<file path="config.mk">
export PLATFORM = sky130hd
export DESIGN_NAME = dcache_ctrl_flat
export DESIGN_NICKNAME = d
export VERILOG_FILES = /design/src/rtl/dcache_pkg.sv /design/src/rtl/dcache_if.sv /design/src/rtl/dcache_array.sv /design/src/rtl/dcache_ctrl.sv /design/src/flat_wrapper.sv
export SDC_FILE = /design/constraint.sdc
export NUM_CORES = 2
export LEC_CHECK = 0
export CELL_PAD_IN_SITES_DETAIL_PLACEMENT = 0
export CELL_PAD_IN_SITES_GLOBAL_PLACEMENT = 2
export CORE_ASPECT_RATIO = 0.75
export CORE_UTILIZATION = 54
export DETAILED_ROUTE_END_ITERATION = 8
export HOLD_SLACK_MARGIN = 0.05
export PLACE_DENSITY_LB_ADDON = 0.2
export SETUP_SLACK_MARGIN = 0.1
export SLEW_MARGIN = 20
export SYNTH_ARGS = -nofsm -noshare
export SYNTH_HDL_FRONTEND = slang
export SYNTH_SLANG_ARGS = --single-unit
</file>
<file path="constraint.sdc">
create_clock -name clk -period 11.3 [get_ports clk]
set_input_delay 2.26 -clock clk [delete_from_list [all_inputs] [get_ports clk]]
set_output_delay 2.26 -clock clk [all_outputs]
set_load 0.01 [all_outputs]
</file>
<file path="src/rtl/dcache_pkg.sv">
// rtl/dcache_pkg.sv - shared types and helpers for the data cache
// Purpose: FSM state type, address-split width functions and byte pack/unpack
//          helpers between 32-bit words and the big-endian 8x[0:3] memory bus.
// Ports:   none (package).
package dcache_pkg;

   typedef enum logic [1:0] {IDLE, RD_MISS, WR_THRU} state_t;

   // Element [0] is the most significant byte (bits 31:24).
   typedef logic [0:3][7:0] bytes4_t;

   function automatic int idx_w(input int lines);
      return $clog2(lines);
   endfunction

   // Word address is 30 bits; whatever the index does not use is tag.
   function automatic int tag_w(input int lines);
      return 30 - $clog2(lines);
   endfunction

   function automatic bytes4_t word_to_bytes(input logic [31:0] w);
      bytes4_t b;
      for (int i = 0; i < 4; i++) b[i] = w[31-8*i -: 8];
      return b;
   endfunction

   function automatic logic [31:0] bytes_to_word(input bytes4_t b);
      logic [31:0] w;
      for (int i = 0; i < 4; i++) w[31-8*i -: 8] = b[i];
      return w;
   endfunction

endpackage

</file>
<file path="src/rtl/dcache_if.sv">
// rtl/dcache_if.sv - core-side and memory-side bus of the data cache
// Purpose: bundles the load/store request bus from the core and the
//          fixed-latency memory bus. slave = cache, master = core + memory.
// Signals: cpu_addr/cpu_rd_en/cpu_wr_en/cpu_wdata in, cpu_rdata/cpu_ready out;
//          mem_addr/mem_data_in/mem_write_en out, mem_data_out in.
interface dcache_if;
   import dcache_pkg::*;

   logic [31:0] cpu_addr;
   logic        cpu_rd_en;
   logic        cpu_wr_en;
   logic [31:0] cpu_wdata;
   logic [31:0] cpu_rdata;
   logic        cpu_ready;
   logic [31:0] mem_addr;
   bytes4_t     mem_data_in;
   bytes4_t     mem_data_out;
   logic        mem_write_en;

   modport slave (
      input  cpu_addr, cpu_rd_en, cpu_wr_en, cpu_wdata, mem_data_out,
      output cpu_rdata, cpu_ready, mem_addr, mem_data_in, mem_write_en
   );

   modport master (
      output cpu_addr, cpu_rd_en, cpu_wr_en, cpu_wdata, mem_data_out,
      input  cpu_rdata, cpu_ready, mem_addr, mem_data_in, mem_write_en
   );

endinterface

</file>
<file path="src/rtl/dcache_array.sv">
// rtl/dcache_array.sv - tag/valid/data storage of the direct-mapped cache
// Purpose: LINES one-word lines with one combinational read port, one
//          synchronous write port and an asynchronous clear of all valid bits.
// Ports:   clk, rst_b (async active-low, clears valid);
//          ridx -> rvalid/rtag/rdata (combinational read);
//          we/widx/wtag/wdata (write line and set valid at clk rise).
module dcache_array
   import dcache_pkg::*;
#(
   parameter int LINES = 64
) (
   input  logic                        clk,
   input  logic                        rst_b,
   input  logic [idx_w(LINES)-1:0]     ridx,
   output logic                        rvalid,
   output logic [tag_w(LINES)-1:0]     rtag,
   output logic [31:0]                 rdata,
   input  logic                        we,
   input  logic [idx_w(LINES)-1:0]     widx,
   input  logic [tag_w(LINES)-1:0]     wtag,
   input  logic [31:0]                 wdata
);

   logic [LINES-1:0]         valid_q;
   logic [LINES-1:0]         valid_d;
   logic [tag_w(LINES)-1:0]  tag_q  [LINES];
   logic [31:0]              data_q [LINES];

   always_comb begin
      valid_d = valid_q;
      if (we) valid_d[widx] = 1'b1;
   end

   always_ff @(posedge clk or negedge rst_b) begin
      if (!rst_b) valid_q <= '0;
      else        valid_q <= valid_d;
   end

   // Tag/data need no reset: they are never observed while valid is 0.
   always_ff @(posedge clk) begin
      if (we) begin
         tag_q[widx]  <= wtag;
         data_q[widx] <= wdata;
      end
   end

   assign rvalid = valid_q[ridx];
   assign rtag   = tag_q[ridx];
   assign rdata  = data_q[ridx];

endmodule

</file>
<file path="src/rtl/dcache_ctrl.sv">
// rtl/dcache_ctrl.sv - direct-mapped write-through write-allocate data cache
// Purpose: serves core loads in zero extra cycles on a hit, fetches a word on
//          a load miss (MEM_LATENCY cycles in RD_MISS) and writes every store
//          through to memory (MEM_LATENCY cycles in WR_THRU), allocating it.
// Ports:   clk, rst_b (async active-low); bus (dcache_if.slave);
//          hit_count/miss_count outputs only when DCACHE_STATS_EN is defined.
module dcache_ctrl
   import dcache_pkg::*;
#(
   parameter int LINES       = 64,
   parameter int MEM_LATENCY = 4
) (
   input  logic        clk,
   input  logic        rst_b,
   dcache_if.slave     bus
`ifdef DCACHE_STATS_EN
   ,
   output logic [31:0] hit_count,
   output logic [31:0] miss_count
`endif
);

   localparam int IW = idx_w(LINES);
   localparam int TW = tag_w(LINES);
   localparam int CW = $clog2(MEM_LATENCY + 1);

   state_t          state_q, state_d;
   logic [CW-1:0]   cnt_q, cnt_d;
   logic [29:0]     addr_q, addr_d;
   logic [31:0]     wdata_q, wdata_d;
   logic            mem_we_q, mem_we_d;

   logic            rvalid;
   logic [TW-1:0]   rtag;
   logic [31:0]     rdata;
   logic            hit;
   logic            last;
   logic            ready_c;
   logic            arr_we;
   logic [31:0]     arr_wdata;
   logic            unused_addr_bits;

   assign unused_addr_bits = ^bus.cpu_addr[1:0];

   dcache_array #(.LINES(LINES)) u_array (
      .clk   (clk),
      .rst_b (rst_b),
      .ridx  (bus.cpu_addr[2 +: IW]),
      .rvalid(rvalid),
      .rtag  (rtag),
      .rdata (rdata),
      .we    (arr_we),
      .widx  (addr_q[IW-1:0]),
      .wtag  (addr_q[29 -: TW]),
      .wdata (arr_wdata)
   );

   assign hit  = rvalid && (rtag == bus.cpu_addr[31 -: TW]);
   assign last = (cnt_q == CW'(MEM_LATENCY - 1));

   always_comb begin
      state_d   = state_q;
      cnt_d     = cnt_q;
      addr_d    = addr_q;
      wdata_d   = wdata_q;
      mem_we_d  = mem_we_q;
      arr_we    = 1'b0;
      arr_wdata = wdata_q;
      ready_c   = 1'b0;
      case (state_q)
         IDLE: begin
            // Store wins over a simultaneous load.
            if (bus.cpu_wr_en) begin
               addr_d   = bus.cpu_addr[31:2];
               wdata_d  = bus.cpu_wdata;
               mem_we_d = 1'b1;
               cnt_d    = '0;
               state_d  = WR_THRU;
            end else if (bus.cpu_rd_en && !hit) begin
               addr_d   = bus.cpu_addr[31:2];
               cnt_d    = '0;
               state_d  = RD_MISS;
            end else begin
               ready_c  = 1'b1;
            end
         end
         RD_MISS: begin
            if (last) begin
               arr_we    = 1'b1;
               arr_wdata = bytes_to_word(bus.mem_data_out);
               cnt_d     = '0;
               state_d   = IDLE;
            end else begin
               cnt_d     = cnt_q + 1'b1;
            end
         end
         WR_THRU: begin
            if (last) begin
               arr_we   = 1'b1;
               ready_c  = 1'b1;
               mem_we_d = 1'b0;
               cnt_d    = '0;
               state_d  = IDLE;
            end else begin
               cnt_d    = cnt_q + 1'b1;
            end
         end
         default: begin
            mem_we_d = 1'b0;
            cnt_d    = '0;
            state_d  = IDLE;
         end
      endcase
   end

   always_ff @(posedge clk or negedge rst_b) begin
      if (!rst_b) begin
         state_q  <= IDLE;
         cnt_q    <= '0;
         addr_q   <= '0;
         wdata_q  <= '0;
         mem_we_q <= 1'b0;
      end else begin
         state_q  <= state_d;
         cnt_q    <= cnt_d;
         addr_q   <= addr_d;
         wdata_q  <= wdata_d;
         mem_we_q <= mem_we_d;
      end
   end

   // Ready is forced low while reset is held, even though the state is IDLE.
   assign bus.cpu_ready    = ready_c && rst_b;
   assign bus.cpu_rdata    = (state_q == IDLE && bus.cpu_rd_en && !bus.cpu_wr_en && hit)
                             ? rdata : 32'h0;
   assign bus.mem_addr     = {addr_q, 2'b00};
   assign bus.mem_data_in  = word_to_bytes(wdata_q);
   assign bus.mem_write_en = mem_we_q;

`ifdef DCACHE_STATS_EN
   logic [31:0] hit_count_q, hit_count_d;
   logic [31:0] miss_count_q, miss_count_d;
   logic        rd_only;

   assign rd_only = (state_q == IDLE) && bus.cpu_rd_en && !bus.cpu_wr_en;

   always_comb begin
      hit_count_d  = hit_count_q  + {31'h0, rd_only &&  hit};
      miss_count_d = miss_count_q + {31'h0, rd_only && !hit};
   end

   always_ff @(posedge clk or negedge rst_b) begin
      if (!rst_b) begin
         hit_count_q  <= '0;
         miss_count_q <= '0;
      end else begin
         hit_count_q  <= hit_count_d;
         miss_count_q <= miss_count_d;
      end
   end

   assign hit_count  = hit_count_q;
   assign miss_count = miss_count_q;
`endif

endmodule

</file>
<file path="src/flat_wrapper.sv">
// flat-port wrapper written by rule: the top's interface ports become plain ports
module dcache_ctrl_flat import dcache_pkg::*;
#(
   parameter int LINES       = 64,
   parameter int MEM_LATENCY = 4
)
  (clk, rst_b, bus_cpu_addr, bus_cpu_rd_en, bus_cpu_wr_en, bus_cpu_wdata, bus_mem_data_out, bus_cpu_rdata, bus_cpu_ready, bus_mem_addr, bus_mem_data_in, bus_mem_write_en);
  dcache_if bus_i ();
  input  logic clk;
  input  logic rst_b;
  input wire logic [$bits(bus_i.cpu_addr)-1:0] bus_cpu_addr;
  input wire logic [$bits(bus_i.cpu_rd_en)-1:0] bus_cpu_rd_en;
  input wire logic [$bits(bus_i.cpu_wr_en)-1:0] bus_cpu_wr_en;
  input wire logic [$bits(bus_i.cpu_wdata)-1:0] bus_cpu_wdata;
  input wire logic [$bits(bus_i.mem_data_out)-1:0] bus_mem_data_out;
  output wire logic [$bits(bus_i.cpu_rdata)-1:0] bus_cpu_rdata;
  output wire logic [$bits(bus_i.cpu_ready)-1:0] bus_cpu_ready;
  output wire logic [$bits(bus_i.mem_addr)-1:0] bus_mem_addr;
  output wire logic [$bits(bus_i.mem_data_in)-1:0] bus_mem_data_in;
  output wire logic [$bits(bus_i.mem_write_en)-1:0] bus_mem_write_en;
  assign bus_i.cpu_addr = bus_cpu_addr;
  assign bus_i.cpu_rd_en = bus_cpu_rd_en;
  assign bus_i.cpu_wr_en = bus_cpu_wr_en;
  assign bus_i.cpu_wdata = bus_cpu_wdata;
  assign bus_i.mem_data_out = bus_mem_data_out;
  assign bus_cpu_rdata = bus_i.cpu_rdata;
  assign bus_cpu_ready = bus_i.cpu_ready;
  assign bus_mem_addr = bus_i.mem_addr;
  assign bus_mem_data_in = bus_i.mem_data_in;
  assign bus_mem_write_en = bus_i.mem_write_en;
  dcache_ctrl #(.LINES(LINES), .MEM_LATENCY(MEM_LATENCY)) u_core (.clk(clk), .rst_b(rst_b), .bus(bus_i));
endmodule
</file>
==> impl_metrics.toml <==
[outcome]
run_status = "finished clean"

[clock_network]
tritoncts = "yes"
cts.clk_slew.worst_paths_ns = 0.06
cts-buffers-inserted = 354
ctsHtreeMaxLevel = 5
cts_sinks = 3716
clockBufferDepth = 4
hold_buffers = 0
cts_setup_buffers = 0
cts_resized = 0
clock_insertion_delay_worst_skew_ns = 0.90
clockRootBuffer = "clkbuf_16"

[floorplan]
rows = 163
floorplan.die.height_um = 450
io_pins = 198
core_area_um2 = 264000
die_width_um = 599
design.die.area_um2 = 269000
floorplan.initialDensity = 0.546

[synthesis]
post_synth_fa_ha_maj_area_fraction = 0.000347
synth.area.mux_share = 0.169
synth_top_family_by_area = "multiplexers"
distinct_cell_type_count_of_the_synthesized_netlist = 95
synth_top_area_cell = "edfxtp_1"
synth-seq-area-share = 0.769
netlist_instances = 6497
synth_simple_gate_area_share = 0.0237
yosysMostFrequentCell = "edfxtp_1"
yosys_most_used_dff = "edfxtp_1"
synth.top_cells.by_area = "edfxtp_1 (75%), mux4_2 (14%), mux2i_1 (2.4%), dfrtp_1 (2.3%), a22oi_1 (0.82%)"
synth.ff_latch_count = 3716
area_fraction_in_compound_gates_after_synthesis = 0.0222
post_synth_xor_xnor_area = 0.000789
synth_edf_count = 3584
async_reset_ff_frac = 0.0355
netlist.area_leader.share = 0.746
synth_area_um2 = 144000
postSynthAreaPerCell_um2 = 22.2
synth.yosys.warnings = 0
yosys-top-cells-count = "edfxtp_1 (3,584), mux4_2 (885), mux2i_1 (347)"

[worst_setup_path]
start_kind = "input port"
worst-setup-path-type = "in -> out"
timing.critical_path.arrival_ns = 8.18
worst_setup_path_end_kind = "output pin"
worst-path-max-fanout = 85
cp_data_required_time_ns = 9.04

[timing]
worst-slew-pin-transition_ns = 1.24
skew_ns = 0.0457
totalNegativeSetupSlack_ns = 0
fmax_ghz = 0.0957
hold_viol_final = 0
final-max-slew-violation-count = 0
grt_setup_unrepaired = "no"
final-setup-viol-count = 0
final_worst_path_period_share = 0.924
maxSlewHeadroom = 0.171
final.min_clock_period_ns = 10.44

[pwr]
design_power_total_mw = 33.2
maximum_vdd_ir_drop_mv = 0.310
powerDensity_nw_per_um2 = 204
leakage_nw = 52.4

[drt]
drc_errors = 0
detail-route-antenna-nets = 0
drt_first_iter_violations = 11817
routed_wirelength_um = 421000
number_of_vias_per_cell_after_detailed_routing = 6.82
drt-wirelength-per-cell_um = 39.1
drt-pass1-iter-count = 5
vias = 73371

[global_routing]
first_global_vias = 70631
grt.total_usage = 0.313
grt_overflow = 0
initial_antenna_violation_count = 23
grt_start_max_net_pins = 128
grt_first_pass_wirelength_um = 576000

[hold_path]
min_path_type = "reg -> reg"

[place]
io_buffer_count = 193
dp_hpwl_um = 218000
place.gp.congestion = 0.827

[final_layout]
final_layout_size_suffix_gt1_frac = 0.260
area_growth_pct = 12.6
layout.nets = 7037

[run]
maxCapViolations = 0
-- state kept, by name, indices dropped and copies added (netlist names) --
name and count:
u_core.addr_q 30, u_core.bus.mem_data_in 32, u_core.bus.mem_write_en 1, u_core.cnt_q 3
u_core.state_q 2, u_core.u_array.data_q 2048, u_core.u_array.tag_q 1536, u_core.u_array.valid_q 64
-- kinds of logic after synthesis --
logic type | Yosys count
AO/OA/AOI/OAI | 420
multiplexers | 1304
flip-flops | 3716
other | 1
adder cells (fa/ha/maj) | 4
AND/OR/NAND/NOR | 669
buffers and inverters | 370
XOR/XNOR | 13
-- final cells by class --
| type | count | area [um2] |
|---|---|---|
| sequential | 3716 | 111000 |
| fill | 18231 | 102000 |
| multi-input combinational | 2412 | 31800 |
| clock buffer | 459 | 9590 |
| tap | 3547 | 4440 |
| timing repair buffer | 436 | 4060 |
| clock inverter | 167 | 1490 |
| inverter | 13 | 61.3 |
| antenna | 4 | 10.0 |
-- critical path, cell delays in order --
cell,delay [ns]
buf_12,0.47
buf_12,0.40
buf_12,0.40
mux4_2,0.57
nand2_1,0.08
nand3_1,0.11
o21ai_0,0.19
o21ai_0,0.20
o221ai_1,0.57
and4bb_2,0.49
and3_1,0.50
nand2_1,0.20
a21oi_1,0.71
clkdlybuf4s50_1,0.68
-- cell usage in the layout (no fill, tap or decap), drive strengths merged, types with 129 or more instances in the layout --
cell | netlist | routed
nand2 | 220 | 220
a22oi | 157 | 157
clkdlybuf4s50 | 0 | 186
mux4 | 898 | 898
mux2i | 347 | 347
dfrtp | 132 | 132
edfxtp | 3584 | 3584
buf | 202 | 250
clkinv | 0 | 129
clkbuf | 152 | 459
-- metal layers --
| layer | wire (um) | GRT usage | up-vias |
|---|---|---|---|
| met3 | 46300 | 0.0614 | 645 |
| met4 | 13100 | 0.0885 | 6 |
| met2 | 192000 | 0.466 | 4560 |
| met5 | 41 | 0 | - |
| li1 | - | - | 28300 |
| met1 | 170000 | 0.477 | 39860 |
-- through the flow --
step,worst slack (ns),std cells,hold WS (ns),util,instance area (um2)
global route,0.564,10752,0.467,0.615,162000
finish,0.855,10754,0.461,0.615,162000
CTS,0.856,10748,0.462,0.614,162000
global placement,0.903,10121,0.443,0.572,151000
detailed placement,0.880,10122,0.447,0.572,151000
floorplan,3.49,6498,0.430,-,144000
-- path summary, 6_finish.rpt --
check / slack, ns / cells past startpoint / startpoint / end
setup reg to reg: 6.45 / 8 / u_core.cnt_q[0] / u_core.u_array.data_q[30][27]
setup / recovery: 0.86 / 14 / bus_cpu_addr[2] / bus_cpu_ready
max in group asynchronous: 8.55 / 4 / rst_b / u_core.bus.mem_data_in[5]
min in group asynchronous: 1.57 / 2 / rst_b / u_core.u_array.valid_q[60]
hold reg to reg: 0.46 / 1 / u_core.u_array.valid_q[21] / u_core.u_array.valid_q[21]
hold / removal: 0.46 / 1 / u_core.u_array.valid_q[21] / u_core.u_array.valid_q[21]
-- report_power, final --
group          total (mW)  switching [mW]  internal (mW)
Sequential           17.7           0.389           17.3
Clock                11.6            5.04           6.58
Combinational        3.85            2.81           1.03
Total                33.2            8.24           25.0
Power figures use the tool's default switching activity.
